[src/rtl/instruction_fetch_unit_pkg.sv]
// Shared instruction-side definitions: fetch-unit state encodings, IFU-wide
// constants and next-PC operation codes, plus small address helpers.
// Latency: n/a (definitions only). Backpressure: n/a.
package instruction_fetch_unit_pkg;

    // Architectural reset vector and default memory wait budget
    localparam logic [31:0] IFU_RESET_PC    = 32'h0000_3000;
    localparam int          IFU_MEM_TIMEOUT = 15;

    // Next-PC calculator operations (produced upstream, listed here so the
    // fetch and next-PC blocks share one header)
    typedef enum logic [1:0] {
        NPC_OP_SEQ    = 2'd0,
        NPC_OP_BRANCH = 2'd1,
        NPC_OP_JUMP   = 2'd2,
        NPC_OP_JREG   = 2'd3
    } npc_op_e;

    // Fetch-unit control states
    typedef enum logic [2:0] {
        IFU_STATE_IDLE  = 3'd0,
        IFU_STATE_REQ   = 3'd1,
        IFU_STATE_VALID = 3'd2,
        IFU_STATE_HALT  = 3'd3,
        IFU_STATE_FAULT = 3'd4
    } ifu_state_e;

    // Drop the byte offset so the PC always names a whole word
    function automatic logic [31:0] ifu_word_align(input logic [31:0] addr);
        return {addr[31:2], 2'b00};
    endfunction

    function automatic logic ifu_misaligned(input logic [31:0] addr);
        return addr[1:0] != 2'b00;
    endfunction

endpackage

[src/rtl/instruction_fetch_unit_if.sv]
// Fetch-stage bundle: next-PC/ready from the core, req/ack instruction memory
// port, and the fetched word plus status back to the core.
// master = fetch unit, slave = core + memory side.
interface instruction_fetch_unit_if;
    // core -> fetch
    logic [31:0] npc;
    logic        instr_ready;
    // memory -> fetch
    logic        imem_ack;
    logic [31:0] imem_rdata;
    // fetch -> memory
    logic        imem_req;
    logic [31:0] imem_addr;
    // fetch -> core
    logic [31:0] pc;
    logic [31:0] instr;
    logic        instr_valid;
    logic        halted;
    logic        fault;

    modport master (
        input  npc, instr_ready, imem_ack, imem_rdata,
        output imem_req, imem_addr, pc, instr, instr_valid, halted, fault
    );

    modport slave (
        output npc, instr_ready, imem_ack, imem_rdata,
        input  imem_req, imem_addr, pc, instr, instr_valid, halted, fault
    );
endinterface

[src/rtl/instruction_fetch_unit_fetch_timeout_counter.sv]
// Saturating wait counter for an outstanding fetch; o_expired flags the cycle
// whose increment reaches MEM_TIMEOUT (combinational, same cycle as enable).
// Ports: clk, rst (sync, active-high), i_clear, i_enable, o_expired.
module fetch_timeout_counter
    import instruction_fetch_unit_pkg::*;
#(
    parameter int MEM_TIMEOUT = IFU_MEM_TIMEOUT
) (
    input  logic clk,
    input  logic rst,
    input  logic i_clear,
    input  logic i_enable,
    output logic o_expired
);
    localparam int            CW    = $clog2(MEM_TIMEOUT + 1);
    localparam logic [CW-1:0] LIMIT = CW'(MEM_TIMEOUT);

    logic [CW-1:0] r_count;
    logic [CW-1:0] w_count_next;

    // Saturate at LIMIT so the count never wraps back to a "fresh" value
    assign w_count_next = (r_count == LIMIT) ? LIMIT : r_count + 1'b1;

    always_ff @(posedge clk) begin
        if (rst || i_clear) begin
            r_count <= '0;
        end else if (i_enable) begin
            r_count <= w_count_next;
        end
    end

    // Fires in the MEM_TIMEOUT-th waiting cycle so the fault lands next cycle
    assign o_expired = i_enable && (w_count_next == LIMIT);
endmodule

[src/rtl/instruction_fetch_unit.sv]
// Sequential fetch stage: holds PC, issues req/ack fetches, presents the word
// to decode, detects halt (npc == pc) and fetch timeouts. Zero-wait memory
// gives 2 cycles/instruction; instr is held stable while instr_ready is low.
// Ports: clk, rst (sync, active-high), bus (instruction_fetch_unit_if.master).
// Build option: IFU_ALIGN_CHECK_EN faults on a misaligned npc instead of
// silently clearing npc[1:0].
module instruction_fetch_unit
    import instruction_fetch_unit_pkg::*;
#(
    parameter logic [31:0] RESET_PC    = IFU_RESET_PC,
    parameter int          MEM_TIMEOUT = IFU_MEM_TIMEOUT
) (
    input  logic                           clk,
    input  logic                           rst,
    instruction_fetch_unit_if.master       bus
);
    ifu_state_e  r_state;
    ifu_state_e  w_state_next;
    logic [31:0] r_pc;
    logic [31:0] w_pc_next;
    logic [31:0] r_instr;
    logic [31:0] w_instr_next;
    logic        w_accept;
    logic        w_expired;
    logic        w_cnt_clear;
    logic        w_cnt_en;

    assign w_accept = (r_state == IFU_STATE_VALID) && bus.instr_ready;

    // Counter runs only while a request is outstanding; any other state
    // leaves it at zero, so every entry into REQ starts a fresh budget.
    assign w_cnt_clear = (r_state != IFU_STATE_REQ);
    assign w_cnt_en    = (r_state == IFU_STATE_REQ) && !bus.imem_ack;

    fetch_timeout_counter #(
        .MEM_TIMEOUT (MEM_TIMEOUT)
    ) u_timeout (
        .clk       (clk),
        .rst       (rst),
        .i_clear   (w_cnt_clear),
        .i_enable  (w_cnt_en),
        .o_expired (w_expired)
    );

    always_comb begin
        w_state_next = r_state;
        w_pc_next    = r_pc;
        w_instr_next = r_instr;
        case (r_state)
            IFU_STATE_IDLE: begin
                w_state_next = IFU_STATE_REQ;
            end
            IFU_STATE_REQ: begin
                // ack takes priority over an expiry in the same cycle
                if (bus.imem_ack) begin
                    w_instr_next = bus.imem_rdata;
                    w_state_next = IFU_STATE_VALID;
                end else if (w_expired) begin
                    w_state_next = IFU_STATE_FAULT;
                end
            end
            IFU_STATE_VALID: begin
                if (w_accept) begin
                    if (bus.npc == r_pc) begin
                        w_state_next = IFU_STATE_HALT;
`ifdef IFU_ALIGN_CHECK_EN
                    end else if (ifu_misaligned(bus.npc)) begin
                        w_state_next = IFU_STATE_FAULT;
`endif
                    end else begin
                        w_pc_next    = ifu_word_align(bus.npc);
                        w_state_next = IFU_STATE_REQ;
                    end
                end
            end
            IFU_STATE_HALT,
            IFU_STATE_FAULT: begin
                w_state_next = r_state;
            end
            default: begin
                w_state_next = IFU_STATE_IDLE;
            end
        endcase
    end

    always_ff @(posedge clk) begin
        if (rst) begin
            r_state <= IFU_STATE_IDLE;
            r_pc    <= RESET_PC;
            r_instr <= '0;
        end else begin
            r_state <= w_state_next;
            r_pc    <= w_pc_next;
            r_instr <= w_instr_next;
        end
    end

    assign bus.imem_req    = (r_state == IFU_STATE_REQ);
    assign bus.imem_addr   = r_pc;
    assign bus.pc          = r_pc;
    assign bus.instr       = r_instr;
    assign bus.instr_valid = (r_state == IFU_STATE_VALID);
    assign bus.halted      = (r_state == IFU_STATE_HALT);
    assign bus.fault       = (r_state == IFU_STATE_FAULT);
endmodule

[src/flat_wrapper.sv]
// flat-port wrapper written by rule: the top's interface ports become plain ports
module instruction_fetch_unit_flat import instruction_fetch_unit_pkg::*;
#(
    parameter logic [31:0] RESET_PC    = IFU_RESET_PC,
    parameter int          MEM_TIMEOUT = IFU_MEM_TIMEOUT
)
  (clk, rst, bus_npc, bus_instr_ready, bus_imem_ack, bus_imem_rdata, bus_imem_req, bus_imem_addr, bus_pc, bus_instr, bus_instr_valid, bus_halted, bus_fault);
  instruction_fetch_unit_if bus_i ();
  input  logic clk;
  input  logic rst;
  input wire logic [$bits(bus_i.npc)-1:0] bus_npc;
  input wire logic [$bits(bus_i.instr_ready)-1:0] bus_instr_ready;
  input wire logic [$bits(bus_i.imem_ack)-1:0] bus_imem_ack;
  input wire logic [$bits(bus_i.imem_rdata)-1:0] bus_imem_rdata;
  output wire logic [$bits(bus_i.imem_req)-1:0] bus_imem_req;
  output wire logic [$bits(bus_i.imem_addr)-1:0] bus_imem_addr;
  output wire logic [$bits(bus_i.pc)-1:0] bus_pc;
  output wire logic [$bits(bus_i.instr)-1:0] bus_instr;
  output wire logic [$bits(bus_i.instr_valid)-1:0] bus_instr_valid;
  output wire logic [$bits(bus_i.halted)-1:0] bus_halted;
  output wire logic [$bits(bus_i.fault)-1:0] bus_fault;
  assign bus_i.npc = bus_npc;
  assign bus_i.instr_ready = bus_instr_ready;
  assign bus_i.imem_ack = bus_imem_ack;
  assign bus_i.imem_rdata = bus_imem_rdata;
  assign bus_imem_req = bus_i.imem_req;
  assign bus_imem_addr = bus_i.imem_addr;
  assign bus_pc = bus_i.pc;
  assign bus_instr = bus_i.instr;
  assign bus_instr_valid = bus_i.instr_valid;
  assign bus_halted = bus_i.halted;
  assign bus_fault = bus_i.fault;
  instruction_fetch_unit #(.RESET_PC(RESET_PC), .MEM_TIMEOUT(MEM_TIMEOUT)) u_core (.clk(clk), .rst(rst), .bus(bus_i));
endmodule
[config.mk]
export PLATFORM = sky130hd
export DESIGN_NAME = instruction_fetch_unit_flat
export DESIGN_NICKNAME = d
export VERILOG_FILES = /design/src/rtl/instruction_fetch_unit_pkg.sv /design/src/rtl/instruction_fetch_unit_if.sv /design/src/rtl/instruction_fetch_unit_fetch_timeout_counter.sv /design/src/rtl/instruction_fetch_unit.sv /design/src/flat_wrapper.sv
export SDC_FILE = /design/constraint.sdc
export NUM_CORES = 1
export LEC_CHECK = 0
export CAP_MARGIN = 20
export CORE_MARGIN = 1.5
export CORE_UTILIZATION = 45
export CTS_BUF_LIST = sky130_fd_sc_hd__clkbuf_4
export CTS_CLUSTER_DIAMETER = 100
export DETAILED_ROUTE_END_ITERATION = 6
export PLACE_DENSITY = 0.95
export SLEW_MARGIN = 20
export SYNTH_ARGS = -nofsm -noshare
export SYNTH_HDL_FRONTEND = slang
export SYNTH_SLANG_ARGS = --single-unit
export TNS_END_PERCENT = 5
[constraint.sdc]
create_clock -name clk -period 2.8 [get_ports clk]
set_input_delay 0.42 -clock clk [delete_from_list [all_inputs] [get_ports clk]]
set_output_delay 0.42 -clock clk [all_outputs]
set_load 0.005 [all_outputs]
==> results.md <==
- Fraction of registers with async set/reset: 0%
- Top-area cell type share of the netlist area: between 30% and 40%
- Worst Path Required: ~2.4 ns
- Number of synthesis warnings: 0
- CP max-delay cell: clkdlybuf4s50_1
- Worst hold start: u_core.bus.instr[29]$_SDFFE_PP0P_
- Initial Util: a little under half
- Worst reg-to-reg path cell count: 5
- Syn Area/Cell: ~9 µm²
- CP max stage delay: about 0.56 ns
- Pin count of the biggest net entering global routing: 97
- # resized after CTS: 0
- Final setup margin: 0.546 ns
- Crit. End Element: output port
- Final Hold Viols: 0
- Setup crit start: u_core.r_state[1]$_SDFFE_PP0P_
- Slew @ Worst Pin: between 0.7 and 0.8 ns
- CTS tree: done
- Die W: between 90 and 100 µm
- Post-route DRC violation count: 0
- Pwr dens: 510 nW/µm²
- Die area: slightly above 8000 µm²
- Die Ht: 90.8 µm
- Area leader, netlist: dfxtp_1
- Worst setup SP type: flip-flop
- Inserted Clock Buffers: 9
- Main area contributors after synthesis: dfxtp_1, nand2b_1, mux2i_1
- Post-route cell area: ~5100 µm²
- Peak Freq: 0.444 GHz
- Run status: completed
- Core Region: ~7400 µm²
- Dpl cells: 613
- Post-route minimum period: between 2 and 2.5 ns
- Post-synthesis instance total: 397
- Post-CTS setup buffers: 0
- Ant diodes: 0
- Fill count: ~580
- Top_reg_cell synth: dfxtp_1
- Setup_tns: 0 ns
- Post-synthesis cell type count: 36
- Vias in the first global route: 3136
- Max Root-Sink Buffers: 2
- Initial DRC Count: 90
- Pre-CTS WS: around 0.48 ns
- I/O Buffers: approximately 160
- RSZ-0062 raised after global routing: false
- Worst-Skew Late Latency: around 0.4 ns
- Initial antenna violation count: 0
- Vias: a little over 3000
- Post-detail-place hpwl: approximately 6.6 mm
- R2R Path Start: u_core.r_state[1]$_SDFFE_PP0P_
- Routed len/inst: between 10 and 15 µm
- Leak pwr: around 1.7 nW
- Cell area after placement: between 4000 and 5000 µm²
- Nets: a little under 600
- Setup Skew: 0.0144 ns
- Io pins: roughly 170
- WHS Path Cells: 2
- Crit path kind: flip-flop to output port
- Worst min-delay path category: flip-flop to flip-flop
- Share of layout cells above drive strength 1: under 10%
- Synth Register Bits: ~70
- Hold-fix buffer count after cts: 0
- Layout Area Growth over Synthesis: 47.4%
- Max VDD drop: between 0.2 and 0.3 mV
- H-Tree Level Count: 3
- DR pass1 iterations: 4
- Root Buffer: clkbuf_4
- # setup viols final: 0
- Slew Viols, Final: 0
- First-pass GRT wire length: 14.4 mm
- Via density: just under 5
- Synth Cell Area: 3470 µm²
- Remaining antenna violation count: 0
- Layout Cells excl Fill: between 600 and 700
- Max FO, Critical Path: 7
- Number of placement rows: 31
- Slew HR: 48.6%
- Post-synth EDFFs: 0
- CP arrival: roughly 1.8 ns
- Worst-path cell chain: nor3b_2, clkdlybuf4s50_1
- Final period util: between 80% and 90%
- Sequential fraction of the synthesis area: about two fifths
- Grt total ovfl: 0
- Power Total: roughly 2.6 mW
- WL final: 8.94 mm
- Gr usage total: around 22%
- CTS Sinks: 69
- Routability Congestion: roughly 0.75
- Clk slew on worst S/H paths: 0.12 ns
- Maxcap violations: 0
cell usage after synthesis (all sizes together) (3+ instances only):
master,n
a21oi,38
and2,4
buf,42
clkbuf,12
dfxtp,69
mux2i,30
nand2,67
nand2b,56
nand4,7
nor2,12
nor3b,3
or2b,3
xnor2,30
area by class of cell:
cell class                 instances  area [µm²]  area share [%]
tap                               99         124            2.42
multi-input combinational        275        1730            33.9
clock buffer                       9        67.6            1.32
clock inverter                     7         138            2.69
timing repair buffer             168        1660            32.5
inverter                           2        7.51           0.147
sequential                        69        1380            27.0
path summary, 6_finish.rpt:
path,slack (ns),to
worst max-delay path,0.55,bus_instr_valid
worst min-delay path,0.46,u_core.bus.instr[29]$_SDFFE_PP0P_
worst min register to register,0.46,u_core.bus.instr[29]$_SDFFE_PP0P_
worst max register to register,0.97,u_core.bus.imem_addr[8]$_SDFFE_PP0P_
critical path: cells and delay by family (launching register included):
family | cells | cell delay, ns
flops | 1 | 0.53
simple gates | 1 | 0.36
buf+inv | 1 | 0.56
state kept, by name (all words and copies together) (netlist names):
signal	cells
u_core.bus.imem_addr	30
u_core.bus.instr	32
u_core.u_timeout.r_count	4
u_core.r_state	3
metrics by stage:
stage	util (%)	hold slack, ns
after floorplan	-	0.453
after global placement	66.6	0.441
after detailed placement	66.6	0.446
after CTS	69.4	0.463
after global routing	69.4	0.479
final	69.4	0.462
cells in the final DEF (no fill, tap or decap), drive strengths merged, types with 6 or more instances in the layout:
cell type,count
xnor2,30
mux2i,30
dfxtp,69
nand4,7
buf,6
nand2b,56
nand2,67
nor2,12
clkbuf,9
a21oi,38
clkdlybuf4s50,162
power breakdown:
part / total (mW) / switching (mW) / internal, mW
logic: 0.593 / 0.235 / 0.358
registers: 1.12 / 0.0681 / 1.05
clock network: 0.895 / 0.355 / 0.540
total: 2.61 / 0.659 / 1.95
cells by family (layout without fill, tap and decap cells):
family                   Yosys count  in the layout  share of synthesized area, %
buffers and inverters             56            186                          10.8
AO/OA/AOI/OAI                     47             47                          7.50
AND/OR/NAND/NOR                  163            163                          25.2
multiplexers                      30             30                          8.65
flip-flops                        69             69                          39.8
other                              1              4                         0.108
adder cells (fa/ha/maj)            1              1                         0.361
XOR/XNOR                          30             30                          7.57
layer usage:
layer	global-route usage [%]	part of all wire [%]	vias up
met4	10.4	3.3	0
met3	4.71	5.6	25
met2	40.1	52	115
li1	-	-	1521
met1	22.8	39	1427
met5	0	0	-
Note: power is estimated with default switching activity, not from simulation.
